`src/rtl/f1_start_ctrl.sv`:
```
// +--------------------------------------------------------------------------+
// | f1_start_ctrl: F1 start-light sequencer, random hold, reaction timer.    |
// | Optional macro F1_TIMEOUT_EN: abandon OUT when the reaction counter      |
// | saturates. Revision: 1.0                                                 |
// +--------------------------------------------------------------------------+
`default_nettype none

module f1_start_ctrl #(
  parameter int LIGHTS = 8,
  parameter int LFSR_W = 7,
  parameter int CNT_W  = 16
) (
  input  logic              clk,
  input  logic              rst,
  input  logic              trigger,
  input  logic              tick,
  input  logic              react,
  output logic              tick_en,
  output logic [LIGHTS-1:0] lights,
  output logic              busy,
  output logic [CNT_W-1:0]  react_time,
  output logic              time_valid,
  output logic              jump_start
);

  typedef enum logic [1:0] {
    IDLE = 2'd0,
    SEQ  = 2'd1,
    HOLD = 2'd2,
    OUT  = 2'd3
  } state_t;

  localparam logic [LIGHTS-1:0] ALL_ON   = '1;
  localparam logic [CNT_W-1:0]  CNT_MAX  = '1;
  localparam logic [CNT_W-1:0]  CNT_ONE  = 1;
  localparam logic [LFSR_W:0]   HOLD_ONE = 1;

  state_t              state;
  logic [LFSR_W-1:0]   lfsr;
  logic [LFSR_W:0]     hold_cnt;   // one bit wider so lfsr + 1 can reach 2^LFSR_W
  logic [CNT_W-1:0]    react_cnt;
  logic [LIGHTS-1:0]   lights_next;

  assign lights_next = {lights[LIGHTS-2:0], 1'b1};

  // Straight decodes of the state register keep these free of input paths.
  assign tick_en = (state == SEQ) || (state == HOLD);
  assign busy    = (state != IDLE);

  always_ff @(posedge clk or posedge rst) begin
    if (rst) begin
      state      <= IDLE;
      lfsr       <= {{(LFSR_W-1){1'b0}}, 1'b1};
      hold_cnt   <= '0;
      react_cnt  <= '0;
      lights     <= '0;
      react_time <= '0;
      time_valid <= 1'b0;
      jump_start <= 1'b0;
    end else begin
      lfsr       <= {lfsr[LFSR_W-2:0], lfsr[LFSR_W-1] ^ lfsr[LFSR_W-2]};
      time_valid <= 1'b0;
      jump_start <= 1'b0;
      case (state)
        IDLE: begin
          if (trigger) begin
            state  <= SEQ;
            lights <= '0;
          end
        end
        SEQ: begin
          if (react) begin
            state      <= IDLE;
            lights     <= '0;
            jump_start <= 1'b1;
          end else if (tick) begin
            lights <= lights_next;
            if (lights_next == ALL_ON) begin
              state    <= HOLD;
              hold_cnt <= {1'b0, lfsr} + HOLD_ONE;
            end
          end
        end
        HOLD: begin
          if (react) begin
            state      <= IDLE;
            lights     <= '0;
            jump_start <= 1'b1;
          end else if (tick) begin
            if (hold_cnt == HOLD_ONE) begin
              state     <= OUT;
              lights    <= '0;
              react_cnt <= '0;
            end else begin
              hold_cnt <= hold_cnt - HOLD_ONE;
            end
          end
        end
        OUT: begin
          if (react) begin
            state      <= IDLE;
            react_time <= react_cnt;
            time_valid <= 1'b1;
          end else if (react_cnt == CNT_MAX) begin
`ifdef F1_TIMEOUT_EN
            state      <= IDLE;
            react_time <= CNT_MAX;
            time_valid <= 1'b1;
`else
            react_cnt  <= CNT_MAX;
`endif
          end else begin
            react_cnt <= react_cnt + CNT_ONE;
          end
        end
        default: state <= IDLE;
      endcase
    end
  end

endmodule

`default_nettype wire

```
`config.mk`:
```
export PLATFORM = sky130hd
export DESIGN_NAME = f1_start_ctrl
export DESIGN_NICKNAME = d
export VERILOG_FILES = /design/src/rtl/f1_start_ctrl.sv
export SDC_FILE = /design/constraint.sdc
export NUM_CORES = 1
export LEC_CHECK = 0
export CAP_MARGIN = 30
export CELL_PAD_IN_SITES_DETAIL_PLACEMENT = 1
export CELL_PAD_IN_SITES_GLOBAL_PLACEMENT = 1
export CORE_UTILIZATION = 40
export DETAILED_ROUTE_END_ITERATION = 8
export PLACE_DENSITY_LB_ADDON = 0.2
export SLEW_MARGIN = 20
export SYNTH_ARGS = -nofsm -noshare
export SYNTH_HDL_FRONTEND = slang
export SYNTH_SLANG_ARGS = --single-unit
```
`constraint.sdc`:
```
create_clock -name clk -period 3.5 [get_ports clk]
set_clock_uncertainty 0.2 [all_clocks]
set_input_delay 0.525 -clock clk [delete_from_list [all_inputs] [get_ports clk]]
set_output_delay 0.525 -clock clk [all_outputs]
set_load 0.03 [all_outputs]
```
==> metrics.md, run 1 <==
| Metric | Value |
|---|---|
| Buf/Inv on CP | `1` |
| Multi-input gate area | `around 1300 sq um` |
| Fraction of registers with async set/reset | `100%` |
| Synth top area cells | `dfrtp_1 49%, mux2_2 5.3%, o21ai_0 4.4%, ha_1 4.2%, a21oi_1 3.9%` |
| Fin Hold WS | `0.240 ns` |
| Maxcap violations | `0` |
| Starting Density | `41.3%` |
| Routed len/inst | `15.4 um` |
| Slew @ Worst Pin | `0.849 ns` |
| Final #Nets | `approximately 350` |
| Reg area | `1480 sq um` |
| Status | `completed` |
| Hold Path Class | `reg2reg` |
| Vias per Instance | `5.41` |
| Core footprint | `7210 sq um` |
| Max VDD drop | `236 uV` |
| Routed via count | `between 2000 and 2500` |
| Avg Inst Size Synth | `9.90 sq um` |
| GP Congestion | `0.755` |
| RSZ-0062 raised after global routing | `false` |
| Crit path launch type | `flip-flop` |
| Clock sinks | `59` |
| Share of post-route cells with drive strength above 1 | `12.6%` |
| Ys flop type | `dfrtp_1` |
| Yosys warns | `0` |
| Final hold vios | `0` |
| Sequential fraction of the synthesis area | `around half` |
| Largest net degree at the start of global routing | `60` |
| Final setup violation count | `0` |
| Synthesized instance count | `301` |
| Initial antenna violation count | `0` |
| Gr ovfl total | `0` |
| Max-slew headroom | `43.2%` |
| Post-Synthesis Cell Area | `2980 sq um` |
| Top Ports | `33` |
| Antenna viol nets, final | `0` |
| Die X | `88.3 um` |
| DR iter-0 viols | `84` |
| Critical path class | `reg2reg` |
| Port buffer count | `32` |
| Antenna Diode Count | `0` |
| Commonest non-fill, non-tap cell in the layout | `dfrtp_1` |
| Root buffer cell | `clkbuf_8` |
| Count of cell types in the netlist | `51` |
| #FFs+latches synth | `59` |
| Delay-heaviest family, CP | `compound AO/OA/AOI/OAI gates` |
| Post-CTS setup buffers | `0` |
| Cell taking the most area after synthesis | `dfrtp_1` |
| Leakage | `around 1.5 nW` |
| Longest Clk Path Bufs | `2` |
| Pre-CTS WS | `0.697 ns` |
| WP data arrival | `2.62 ns` |
| Final min period | `2.59 ns` |
| Power Density | `645 nW/um^2` |
| F_max | `just under 400 MHz` |
| Pre-antenna DRT Iters | `4` |
| CP endpoint kind | `flip-flop` |
| Die height | `88.3 um` |
| Routed WL | `6770 um` |
| Area Overhead vs Synth | `21.3%` |
| First-pass GRT wire length | `11600 um` |
| # DRC | `0` |
| EDFF count, synth | `0` |
| Crit path max fanout | `13` |
| CP max stage cell | `or3b_2` |
| Worst-Skew Late Latency | `0.35 ns` |
| Pins Over Slew Limit | `0` |
| Worst-path clk slew | `0.07 ns` |
| CP max stage delay | `between 0.4 and 0.5 ns` |
| Cts repair resizes | `0` |
| Most frequent cells in the layout | `58 x dfrtp_1, 32 x clkdlybuf4s50_1, 26 x o21ai_0, 26 x nand2_1, 23 x a21oi_1` |
| CTS Buf Count | `9` |
| # hold bufs at CTS | `0` |
| Area of the die | `7800 sq um` |
| # H-tree levels | `3` |
| Yosys top cell area share | `between 40% and 50%` |
| GRT Total Usage | `19.7%` |
| Layout filler cell count | `840` |
| Final setup TNS | `0 ns` |
| Cell Rows | `31` |
| Critical Path RT | `3.53 ns` |
| Synthesized net count | `~320` |
| Post-DP HPWL | `between 4000 and 5000 um` |
| Crit-path cells | `inv_1 -> ha_1 -> nor2_1 -> or3b_2 -> a211o_1 -> o311a_1` |
| Vias in the first global route | `between 2000 and 2500` |
| Final setup margin | `0.911 ns` |
| Crit share post-route | `74.0%` |
| CTS tree | `yes` |
## stage by stage
stage                     power (mW)  util [%]  area [sq um]  std cells
after detailed placement        1.69      47.2          3400        424
after global routing            2.50      50.1          3610        440
after floorplan                 1.45         -          2980        301
final                           2.33      50.1          3610        440
after CTS                       2.36      50.1          3610        440
after global placement          1.66      47.2          3400        424
## worst paths after layout
kind | startpoint | endpoint | slack (ns) | depth (start not counted)
max in group asynchronous | rst | lights[3] | 2.10 | 3
min in group asynchronous | rst | lfsr[4] | 0.52 | 3
worst max-delay path | state[0] | hold_cnt[7] | 0.91 | 6
worst min register to register | lfsr[4] | lfsr[5] | 0.24 | 0
worst min-delay path | lfsr[4] | lfsr[5] | 0.24 | 0
worst max register to register | state[0] | hold_cnt[7] | 0.91 | 6
## state kept, by name, indices dropped and copies added, names as in the netlist
signal,cells
time_valid,1
react_time,16
lights,8
react_cnt,16
hold_cnt,8
state,2
jump_start,1
lfsr,7
## kinds of logic after synthesis
family	share of synthesized area (%)
compound gates	18.1
xor+xnor	1.47
fa+ha+maj	4.20
buf+inv	5.16
flops	49.6
mux	6.30
simple gates	15.2
## final cells by class
class	instances	area share, %
clock buffers	12	4.57
clock inverters	4	1.32
inverters	23	2.39
multi-input cells	205	37.3
flip-flops and latches	59	40.9
well taps	99	3.43
repair buffers	38	10.1
## power breakdown
| group | switching, mW | total [mW] | internal [mW] |
|---|---|---|---|
| clock | 0.276 | 0.660 | 0.384 |
| sequential | 0.0922 | 0.872 | 0.780 |
| combinational | 0.482 | 0.800 | 0.318 |
| total | 0.850 | 2.33 | 1.48 |
## synthesized netlist by cell type, types with 2 or more instances
cell type	count
nor3_1	7
xnor2_1	3
buf_2	3
o21ai_0	26
nand4_1	5
or3_1	3
o31ai_1	5
dfrtp_1	58
mux2i_1	3
o311ai_0	2
nand2b_1	4
a31oi_1	2
ha_1	10
mux2_2	14
xor2_1	2
and3_1	2
a21oi_1	23
o22ai_1	3
clkbuf_1	9
a41oi_1	5
a21o_1	2
nand2_1	26
nand3_1	17
nor2_1	14
inv_1	23
a211o_1	2
nor3b_1	2
nor2b_1	3
## routing by layer
metal  global-route usage (%)  wire length [um]
met3                     4.48               211
met5                        0                 0
met1                     27.6              3410
met4                     8.94               129
met2                     29.0              3010
(Power assumes the default switching activity.)
==> run 2: changes to the inputs <==
clock period = 2.5 ns   (was 3.5 ns; I/O delays follow)
==> run 2 against run 1 <==
Clock power increased by 36%. Hold slack got worse by 0.020 ns. Largest cell class unchanged. Maximum frequency is 9.3% higher. Critical endpoint unchanged. Critical path depth did not move. Power rose by 45%. First-iteration DRC count grew 23%. Highest routed layer unchanged. Die area did not move.
==> metrics.md, run 2 (synthesized netlist as in run 1, its figures left out) <==
| Metric | Value |
|---|---|
| # H-tree levels | `3 (unchanged)` |
| Crit share post-route | `94.7% (+21 points)` |
| Status | `completed` |
| R2r startpoint | `state[1]` |
| Area of the die | `7800 sq um (unchanged)` |
| Final #Nets | `363 (+3.4%)` |
| CP max stage cell | `or3b_2` |
| Gr ovfl total | `0 (unchanged)` |
| Share of post-route cells with drive strength above 1 | `15.4% (+2.8 points)` |
| Crit-path cells | `inv_1 -> ha_1 -> nor2_1 -> or3b_2 -> a211o_2 -> o311a_1` |
| Crit path launch type | `flip-flop` |
| Routed via count | `2421 (+1.7%)` |
| Vias in the first global route | `2292 (-2.6%)` |
| Crit path max fanout | `10 (-3)` |
| CP max stage delay | `0.46 ns (about the same)` |
| Dpl cells | `434 (+2.4%)` |
| Critical Path RT | `2.51 ns (-1.02 ns)` |
| Starting Density | `41.3% (unchanged)` |
| Top Ports | `33 (unchanged)` |
| DR iter-0 viols | `103 (+23%)` |
| Pins Over Slew Limit | `0 (unchanged)` |
| Worst-path clk slew | `0.07 ns (about the same)` |
| Final Non-Filler Cells | `450 (+2.3%)` |
| Max-slew headroom | `61.2% (+18 points)` |
| Core footprint | `7210 sq um (unchanged)` |
| Antenna viol nets, final | `0 (unchanged)` |
| Largest net degree at the start of global routing | `60 (unchanged)` |
| Port buffer count | `32 (unchanged)` |
| Most frequent cells in the layout | `58 x dfrtp_1, 32 x clkdlybuf4s50_1, 26 x o21ai_0, 26 x nand2_1, 23 x a21oi_1` |
| CTS tree | `yes` |
| Power Density | `903 nW/um^2 (+40%)` |
| Pre-antenna DRT Iters | `4 (unchanged)` |
| Reg area | `1480 sq um (unchanged)` |
| Final hold vios | `0 (unchanged)` |
| R2r endpoint | `hold_cnt[7]` |
| CP endpoint kind | `flip-flop` |
| First-pass GRT wire length | `11700 um (+0.90%)` |
| Die X | `88.3 um (unchanged)` |
| Critical path class | `reg2reg` |
| Vias per Instance | `5.38 (-0.58%)` |
| Longest Clk Path Bufs | `2 (unchanged)` |
| Cell Rows | `31 (unchanged)` |
| GP Congestion | `0.769 (+1.9%)` |
| Pwr Total | `3.37 mW (+45%)` |
| Root buffer cell | `clkbuf_8` |
| Routed len/inst | `15.8 um (+3.0%)` |
| WP data arrival | `2.38 ns (-0.24 ns)` |
| R2R Setup Slk | `0.13 ns (-0.78 ns)` |
| Layout filler cell count | `835 (-0.60%)` |
| GRT Total Usage | `19.6% (-0.079 points)` |
| Antenna Diode Count | `0 (unchanged)` |
| Top flop regs | `react_cnt x16, react_time x16` |
| CTS Buf Count | `9 (unchanged)` |
| Clock sinks | `59 (unchanged)` |
| Commonest non-fill, non-tap cell in the layout | `dfrtp_1` |
| Area Overhead vs Synth | `25.4%` |
| Die height | `88.3 um (unchanged)` |
| Post-route cell area | `3740 sq um (+3.4%)` |
| # hold bufs at CTS | `0 (unchanged)` |
| R2R cell count | `6 (unchanged)` |
| F_max | `422 MHz (+9.3%)` |
| Max VDD drop | `281 uV (+19%)` |
| Leakage | `1.62 nW (+4.4%)` |
| Hold Path Class | `in2async` |
| Initial antenna violation count | `0 (unchanged)` |
| Post-DP HPWL | `4700 um (+5.4%)` |
| Placed instance area | `3500 sq um (+2.9%)` |
| Final min period | `2.37 ns (-0.221 ns)` |
| Slew @ Worst Pin | `0.575 ns (-0.274 ns)` |
| # DRC | `0 (unchanged)` |
| Worst-Skew Late Latency | `0.33 ns (-0.02 ns)` |
| Final setup violation count | `0 (unchanged)` |
| Multi-input gate area | `1350 sq um (about the same)` |
| Routed WL | `7130 um (+5.3%)` |
| Maxcap violations | `0 (unchanged)` |
| Final Util | `51.8% (+1.7 points)` |
## run 2: changes by cell type in the layout (fill, tap and decap cells not counted)
cell,previous run,this run
clkinv_2,2,1
buf_4,6,15
a211o_1,2,1
a211o_2,0,1
o311ai_1,0,1
clkinvlp_4,1,0
o311ai_0,2,1
clkbuf_16,0,1
buf_12,0,2
## run 2: how the worst max path moves through the flow
stage                        end  startpoint  slack, ns  cells after the start
floorplan           react_cnt[4]    state[0]       0.22                      9
global route        react_cnt[4]    state[0]     -0.006                      9
global placement     hold_cnt[7]        tick       0.09                      4
finish               hold_cnt[7]    state[1]       0.13                      6
detailed placement   hold_cnt[7]        tick       0.06                      4
CTS                  hold_cnt[3]    state[1]       0.08                      6
## run 2: stage by stage
step	hold slack, ns	setup WS [ns]	setup TNS, ns
finish	0.220	0.131	0
floorplan	0.193	0.222	0
CTS	0.227	0.0818	0
global route	0.240	-0.00582	-0.00582
detailed placement	0.217	0.0624	0
global placement	0.211	0.0887	0
## run 2: cell type report
class	instances	area share, %
clock buffers	12	4.42
multi-input cells	205	36.1
well taps	99	3.32
repair buffers	50	13.3
inverters	23	2.31
flip-flops and latches	59	39.6
clock inverters	2	0.938
## run 2: power by group
group          leakage (nW)  internal (mW)  total [mW]  switching (mW)
logic                 0.720          0.539        1.26           0.720
registers             0.792           1.09        1.21           0.121
clock network         0.104          0.530       0.900           0.370
## run 2: critical path: cells and delay by family (launching register included)
family | cells | cell delay, ns
AO/OA/AOI/OAI | 2 | 0.75
buffers and inverters | 1 | 0.13
AND/OR/NAND/NOR | 2 | 0.54
flip-flops | 1 | 0.40
adder cells (fa/ha/maj) | 1 | 0.24
## run 2: per-layer routing
layer,up-vias,share of wire [%],wire [um],global-route usage [%]
met1,1201,52,3680,29.2
li1,1171,-,-,-
met2,41,45,3170,28.3
met4,0,1.2,82,7.48
met5,-,0,0,0
met3,8,2.7,193,3.54
## run 2: repair_timing
item / 4_1_cts / 5_1_grt
buffers inserted: 0 / 1
resized for setup: 0 / 2
hold endpoints to repair: 0 / 0
setup endpoints to repair: 0 / 3
